==> config.mk <==
export PLATFORM = sky130hd
export DESIGN_NAME = program_memory_loader
export DESIGN_NICKNAME = d
export VERILOG_FILES = /design/src/rtl/program_memory_loader.sv
export SDC_FILE = /design/constraint.sdc
export NUM_CORES = 2
export LEC_CHECK = 0
export CAP_MARGIN = 30
export CORE_AREA = 4 4 491 493
export CTS_BUF_LIST = sky130_fd_sc_hd__clkbuf_8
export DETAILED_ROUTE_END_ITERATION = 6
export DIE_AREA = 0 0 495 497
export GPL_ROUTABILITY_DRIVEN = 0
export PLACE_DENSITY = 0.56
export RECOVER_POWER = 100
export SLEW_MARGIN = 20
export SYNTH_ARGS = -nofsm -noshare
export SYNTH_HDL_FRONTEND = slang
export SYNTH_SLANG_ARGS = --single-unit
==> constraint.sdc <==
create_clock -name clk -period 3.3 [get_ports clk]
set_input_delay 0.495 -clock clk [delete_from_list [all_inputs] [get_ports clk]]
set_output_delay 0.495 -clock clk [all_outputs]
set_load 0.005 [all_outputs]
==> src/rtl/program_memory_loader.sv <==
// Loadable program memory: byte-stream loader with little-endian word assembly and a registered, fault-checked fetch port.
// Optional PMEM_CHECKSUM_EN builds a running XOR checksum of the words written by the current load.
module program_memory_loader #(
    parameter int                    DATA_WIDTH   = 32,
    parameter int                    MEMORY_DEPTH = 64,
    parameter logic [DATA_WIDTH-1:0] BASE_ADDRESS = 32'h0040_0000,
    parameter logic [DATA_WIDTH-1:0] NOP_WORD     = '0,
    localparam int                   CW           = $clog2(MEMORY_DEPTH) + 1
) (
    input  logic                  clk,
    input  logic                  reset,
    input  logic                  load_start,
    input  logic                  load_byte_valid,
    input  logic [7:0]            load_byte,
    input  logic                  load_last,
    output logic                  load_byte_ready,
    output logic                  load_done,
    output logic [CW-1:0]         words_loaded,
    input  logic                  fetch_req,
    input  logic [DATA_WIDTH-1:0] Address,
    output logic [DATA_WIDTH-1:0] Instruction,
    output logic                  instr_valid,
    output logic                  fetch_fault,
    output logic [DATA_WIDTH-1:0] checksum
);
    localparam int BYTES = DATA_WIDTH / 8;
    localparam int LW    = $clog2(BYTES);
    localparam int AW    = (MEMORY_DEPTH > 1) ? $clog2(MEMORY_DEPTH) : 1;

    typedef enum logic [1:0] {IDLE, LOAD, RUN} state_t;

    state_t                state_q, state_d;
    logic [LW-1:0]         lane_q;
    logic [DATA_WIDTH-1:0] asm_q;
    logic [DATA_WIDTH-1:0] new_word;
    logic                  accept;
    logic                  word_done;
    logic                  load_end;
    logic [DATA_WIDTH-1:0] mem [MEMORY_DEPTH];

    // A restart in the same cycle discards the byte on the bus.
    assign accept    = load_byte_valid && load_byte_ready && !load_start;
    assign word_done = accept && (load_last || lane_q == LW'(BYTES - 1));
    assign load_end  = word_done && (load_last || words_loaded == CW'(MEMORY_DEPTH - 1));
    // Lanes above the current one are still zero, so a load_last partial word is zero-padded.
    assign new_word  = asm_q | (DATA_WIDTH'(load_byte) << {lane_q, 3'b000});

    always_ff @(posedge clk or negedge reset) begin
        if (!reset) state_q <= IDLE;
        else        state_q <= state_d;
    end

    always_comb begin
        state_d = state_q;
        case (state_q)
            IDLE:    if (load_start) state_d = LOAD;
            LOAD:    if (load_start) state_d = LOAD;
                     else if (load_end) state_d = RUN;
            RUN:     if (load_start) state_d = LOAD;
            default: state_d = IDLE;
        endcase
    end

    always_comb begin
        load_byte_ready = (state_q == LOAD);
        load_done       = (state_q == RUN);
    end

    always_ff @(posedge clk or negedge reset) begin
        if (!reset) begin
            words_loaded <= '0;
            lane_q       <= '0;
            asm_q        <= '0;
        end else if (load_start) begin
            words_loaded <= '0;
            lane_q       <= '0;
            asm_q        <= '0;
        end else if (word_done) begin
            words_loaded <= words_loaded + CW'(1);
            lane_q       <= '0;
            asm_q        <= '0;
        end else if (accept) begin
            lane_q <= lane_q + LW'(1);
            asm_q  <= new_word;
        end
    end

    // Contents survive reset and restarts; words_loaded alone bounds what is fetchable.
    always_ff @(posedge clk) begin
        if (word_done) mem[words_loaded[AW-1:0]] <= new_word;
    end

`ifdef PMEM_CHECKSUM_EN
    logic [DATA_WIDTH-1:0] csum_q;
    always_ff @(posedge clk or negedge reset) begin
        if (!reset)          csum_q <= '0;
        else if (load_start) csum_q <= '0;
        else if (word_done)  csum_q <= csum_q ^ new_word;
    end
    assign checksum = csum_q;
`else
    assign checksum = '0;
`endif

    logic [DATA_WIDTH-1:0] offset;
    logic [DATA_WIDTH-1:0] idx;
    logic                  fault;

    assign offset = Address - BASE_ADDRESS;
    assign idx    = offset >> LW;
    assign fault  = (state_q != RUN) || (Address[LW-1:0] != '0) ||
                    (Address < BASE_ADDRESS) || (idx >= DATA_WIDTH'(words_loaded));

    always_ff @(posedge clk or negedge reset) begin
        if (!reset) begin
            Instruction <= NOP_WORD;
            instr_valid <= 1'b0;
            fetch_fault <= 1'b0;
        end else begin
            instr_valid <= fetch_req;
            fetch_fault <= fetch_req && fault;
            if (fetch_req) Instruction <= fault ? NOP_WORD : mem[idx[AW-1:0]];
        end
    end

endmodule

Word level (Yosys, flattened, before mapping):

Memory sizes are Yosys's and may differ from the RTL's.
Cells that the tools add are included.

* register bits after elaboration: 77
* output and inout port bits: 75
* word-level logic and storage cells: 54
* memory bits (writable): 2048
* memories: 1
* input port bits: 46

* magnitude comparators: 2
* muxes and demuxes: 15
* add/subtract/negate cells: 3
* reduce and logical (&&, ||, !) cells: 17
* bitwise gates (word level): 1
* shift operators: 1
* equality and inequality tests: 7

Memories
* mem: depth 64, width 32, rd ports 1, clocked after memory_dff 0, wr ports 1, RTL line 39 `logic [DATA_WIDTH-1:0] mem [MEMORY_DEPTH];`

Operators with widths (number)
* $mux W32: 4
* $lt A32 B23 Y1 const B: 1
* $or A32 B32 Y32: 1
* $shl A8 B5 Y32: 1
* $sub A32 B23 Y32 const B: 1
* $ge A30 B7 Y1: 1
* $mux W7: 2
* $mux W2: 6
* $add A7 B1 Y7 const B: 1
* $eq A7 B6 Y1 const B: 1
* $logic_and A1 B1 Y1: 5
* $logic_or A1 B1 Y1: 5
* $eq A2 B2 Y1 const B: 2
* $pmux W2 S2: 1
* $reduce_bool A2 Y1: 2
* $ne A3 B2 Y1 const B: 1
* $reduce_bool A3 Y1: 1
* $add A2 B1 Y2 const B: 1
* $eq A2 B1 Y1 const B: 1
* $logic_not A2 Y1: 1
* $mux W1: 2
* $ne A2 B1 Y1 const B: 1
* $ne A2 B2 Y1 const B: 1
* $reduce_and A2 Y1: 1
* 2 further kinds: 2

Logic depth before layout (Yosys ltp):

* word-level depth: 8
* mapped depth: 15
* mapped depth without buffers: 8

Worst setup path before layout:

OpenSTA, ideal clock, no wires.

* kind: register -> register
* start: register state_q[0]
* end: memory mem[62][0], enable pin
* library setup time: 421 ps
* data required time: 2879 ps
* path slack: -78 ps
* arrival: 2957 ps
* stages on the path, launching flop included: 6
* cell sequence: dfrtp_1 -> nor2b_1 -> nand2_1 -> nor4_1 -> nand3_1 -> nor2_1

* cells in the longest elaborated chain, start to end: 6

Ends and longest elaborated chain
* start: declaration: RTL line 32 `state_t state_q, state_d;`
* start signal: assignment: RTL line 50 `else state_q <= state_d;`
* $eq A2 B1 Y1: RTL line 65 `load_byte_ready = (state_q == LOAD);`
* net load_byte_ready: RTL line 16 `output logic load_byte_ready,`
* $logic_and A1 B1 Y1 (2 in series): RTL line 42 `assign accept = load_byte_valid && load_byte_ready && !load_start;`
* $logic_and A1 B1 Y1: RTL line 43 `assign word_done = accept && (load_last || lane_q == LW'(BYTES - 1));`
* $mux W1: RTL line 90 `if (word_done) mem[words_loaded[AW-1:0]] <= new_word;`
* $mux W1 (implied by the code): RTL line 90
* end: declaration: RTL line 39

The timed path passes the listed nets, and every way through them passes these cells.

Worst setup path in the final report:

* start: register lane_q[1]
* end: memory mem[20][19] (data pin)

* cells in the longest elaborated chain, start to end: 2

Ends and longest elaborated chain
* start: declaration: RTL line 33 `logic [LW-1:0] lane_q;`
* start signal: assignment: RTL line 83 `lane_q <= lane_q + LW'(1);`
* $shl A8 B5 Y32: RTL line 46 `assign new_word = asm_q | (DATA_WIDTH'(load_byte) << {lane_q, 3'b000});`
* $or A32 B32 Y32: RTL line 46
* net new_word[19]: RTL line 35 `logic [DATA_WIDTH-1:0] new_word;`

The timed path passes the listed nets, and every way through them passes these cells.

==> flow_metrics.py <==
metrics = {
    "cts": {
        "root_buffer": "clkbuf_8",
        "clk_latency_ns": 1.08,
        "cts_resized": 0,
        "cts_tree": "built",
        "numCtsBuffers": 359,
        "clk_pin_slew_worst_paths_ns": 0.06,
        "h-tree-depth": 5,
        "clockBufferDepth": 4,
        "cts_sinks": 2125,
    },
    "placement": {
        "dp_hpwl_mm": 154,
        "io_buffers": 88,
    },
    "hold_path": {
        "hp-class": "primary input to flip-flop",
        "hold_depth": 2,
    },
    "power_and_ir_drop": {
        "leakagePower_nw": 32.5,
        "p_comb_share_pct": 7.6,
        "switchingPower_mw": 13.6,
        "intPower_mw": 42.9,
        "pwr-share-clk_pct": 37.6,
        "power_density_nw_per_um2": 588,
        "swShare_pct": 24.1,
        "seqPwrFrac_pct": 54.7,
        "peakVddDrop_v": 0.000438,
    },
    "sta": {
        "slew_headroom_pct": -13.8,
        "setup-violations-final": 0,
        "period_needed_ns": 3.05,
        "grt_setup_unrepaired": "no",
        "fmax_ghz": 0.328,
        "worst_pin_slew_ns": 1.71,
        "hold_ws_ns": 0.159,
        "fin_crit_sh_pct": 92.4,
        "tns_ns": 0,
        "hold_viol": 0,
        "finClkSkew_ns": 0.0808,
        "slew_violations": 256,
    },
    "yosys": {
        "synth_top_cell_area_share_pct": 74.7,
        "yosys.area_share.adder_pct": 0.137,
        "yosys-top-cells-area": "edfxtp_1 75%, mux4_2 11%, mux2i_1 2.8%, dfrtp_1 2.3%, a22oi_1 1.0%",
        "synth_mux_area_share_pct": 14.2,
        "syn_area_per_cell_sq_um": 20.7,
        "synth-seq-cells": 2125,
        "synth_top_family_by_area": "multiplexers",
        "synth_cell_types": 72,
        "ys_async_sr_fraction_pct": 3.62,
        "synth_edf_count": 2048,
        "synthSimpleGateAreaFrac_pct": 2.68,
        "synth-compound-area-share_pct": 3.95,
        "seq_area_frac_synth_pct": 77.0,
        "synthCells": 3971,
        "yosysWarnings": 0,
        "synthFlopType": "edfxtp_1",
        "yosysTopAreaCell": "edfxtp_1",
        "syn_area_sq_um": 82400,
        "synth_xor_xnor_area_share_pct": 0.0532,
    },
    "drt": {
        "ant_nets": 0,
        "drt_iter0_drc": 5987,
        "drt-pass1-iter-count": 5,
        "vias_per_cell": 5.56,
        "avgRoutedWirePerCell_microns": 32.0,
        "vias": 44632,
        "drt_wl_total_mm": 257,
        "drc": 0,
    },
    "critical_path": {
        "crit_fanout": 40,
        "path_depth": 3,
        "slowest_delay_ns": 1.23,
        "crit_buf_inv": 1,
        "worstSetupPathType": "flip-flop to flip-flop",
        "r2r_cells": 3,
        "cpMaxStageDelayCell": "a21o_1",
        "cp-start-kind": "flip-flop",
        "crit_required_ns": 4.14,
        "cp.arrival_ns": 3.89,
        "crit_family": "compound AO/OA/AOI/OAI gates",
        "crit_chain": "nor2b_1, a21o_1, clkbuf_2",
        "endpoint_kind": "flip-flop",
        "r2r_slack_ns": 0.25,
    },
    "die": {
        "die-area_sq_um": 246000,
        "die_w_microns": 495,
        "rows": 179,
        "design.core.area_sq_um": 237000,
        "ios": 121,
        "die_h_microns": 497,
        "start_util_pct": 34.8,
    },
    "cells_and_area": {
        "drive_gt1_share_pct": 26.3,
        "final_common_cell": "edfxtp_1",
        "synthToLayoutAreaGrowth_pct": 16.5,
        "layout_common_cells": "2,048 x edfxtp_1, 409 x mux4_2, 382 x clkbuf_8, 232 x mux2i_1, 193 x buf_4",
        "nets": 4640,
    },
    "global_routing": {
        "grt_antenna_before_repair": 15,
        "grt_pass1_vias": 44742,
        "gr-total-overflow": 0,
        "grt_pass1_wl_mm": 354,
        "grt_max_degree": 76,
        "grt_usage_pct": 20.5,
    },
    "run": {
        "max_cap_viol_count": 6,
    },
    "status": {
        "status": "complete, but fails checks",
        "violations": "capacitance limit, slew limit",
    },
}
-- worst paths after layout --
| path | from | endpoint |
|---|---|---|
| hold reg to reg | state_q[1] | state_q[0] |
| min in group asynchronous | reset | asm_q[21] |
| max in group asynchronous | reset | asm_q[31] |
| setup / recovery | lane_q[1] | mem[20][19] |
| setup reg to reg | lane_q[1] | mem[20][19] |
| hold / removal | load_start | words_loaded[6] |
-- metrics by stage --
stage | util, % | area, sq um | power, mW | instances | setup WS (ns)
after global placement | 38.3 | 90600 | 35.7 | 7386 | -0.232
after CTS | 40.9 | 97000 | 57.0 | 8013 | 0.408
after floorplan | - | 82500 | 33.7 | 4002 | -0.0785
final | 40.5 | 96000 | 56.5 | 8022 | 0.252
after global routing | 40.5 | 96000 | 58.4 | 8018 | 0.216
after detailed placement | 38.3 | 90700 | 35.9 | 7387 | -0.0277
-- repair_timing --
item,CTS,global route
setup buffers,0,0
endpoints found under the hold margin,51,0
setup endpoints to repair,0,0
hold buffers,4,0
-- cell usage after synthesis, drive strengths merged (4+ instances only) --
| library cell | n |
|---|---|
| a211oi | 14 |
| nor4 | 8 |
| nand3 | 77 |
| nor2 | 139 |
| a21boi | 10 |
| a32o | 11 |
| buf | 187 |
| a32oi | 16 |
| ha | 9 |
| o21ai | 35 |
| o2bb2ai | 6 |
| inv | 11 |
| a22oi | 115 |
| o22ai | 39 |
| a31oi | 10 |
| xnor2 | 5 |
| a21oi | 57 |
| a41oi | 4 |
| mux2i | 232 |
| a21o | 33 |
| o2111ai | 12 |
| dfrtp | 77 |
| a22o | 17 |
| nand2b | 11 |
| a2111oi | 5 |
| nand4 | 27 |
| and2 | 12 |
| or2 | 6 |
| nand2 | 127 |
| nor3 | 22 |
| clkbuf | 59 |
| mux2 | 16 |
| nor2b | 34 |
| o211ai | 5 |
| a221oi | 23 |
| mux4 | 409 |
| o32ai | 4 |
| a311oi | 4 |
| edfxtp | 2048 |
-- flip-flops by register name (all words and copies together), names as in the netlist --
register / count
state_q: 2
mem: 2048
instr_valid: 1
words_loaded: 7
asm_q: 32
Instruction: 32
fetch_fault: 1
lane_q: 2
-- area by class of cell --
type	instances	area, sq um
fillers	21353	141000
flip-flops and latches	2125	63400
multi-input cells	1618	17600
clock buffers	382	5260
repair buffers	468	4580
well taps	3167	3960
clock inverters	240	1050
inverters	13	48.8
diodes	9	22.5
-- cell families (layout without fill, tap and decap cells) --
family | Yosys count | count (layout)
flops | 2125 | 2125
buf+inv | 259 | 1103
simple gates | 472 | 472
compound gates | 443 | 443
mux | 657 | 657
xor+xnor | 5 | 5
fa+ha+maj | 9 | 9
other cells | 1 | 41
-- power by group through the flow --
stage | Sequential [mW] | Clock (mW) | Combinational, mW
floorplan | 31.4 | 0 | 2.30
global placement | 31.4 | 0 | 4.37
detailed placement | 31.4 | 0 | 4.48
CTS | 30.8 | 21.7 | 4.49
global route | 30.9 | 23.0 | 4.55
finish | 30.9 | 21.3 | 4.32
-- per-layer routing --
metal  global-route usage [%]  wire length [microns]  vias up  share of wire [%]
li1                         -                      -    17788                  -
met1                     28.6                 105000    24109                 41
met2                     32.5                 122000     2262                 48
met3                     3.76                  21000      469                8.2
met4                     6.84                   8560        4                3.3
met5                        0                     23        -             0.0090
No activity file was read; power rests on OpenSTA's default activity.
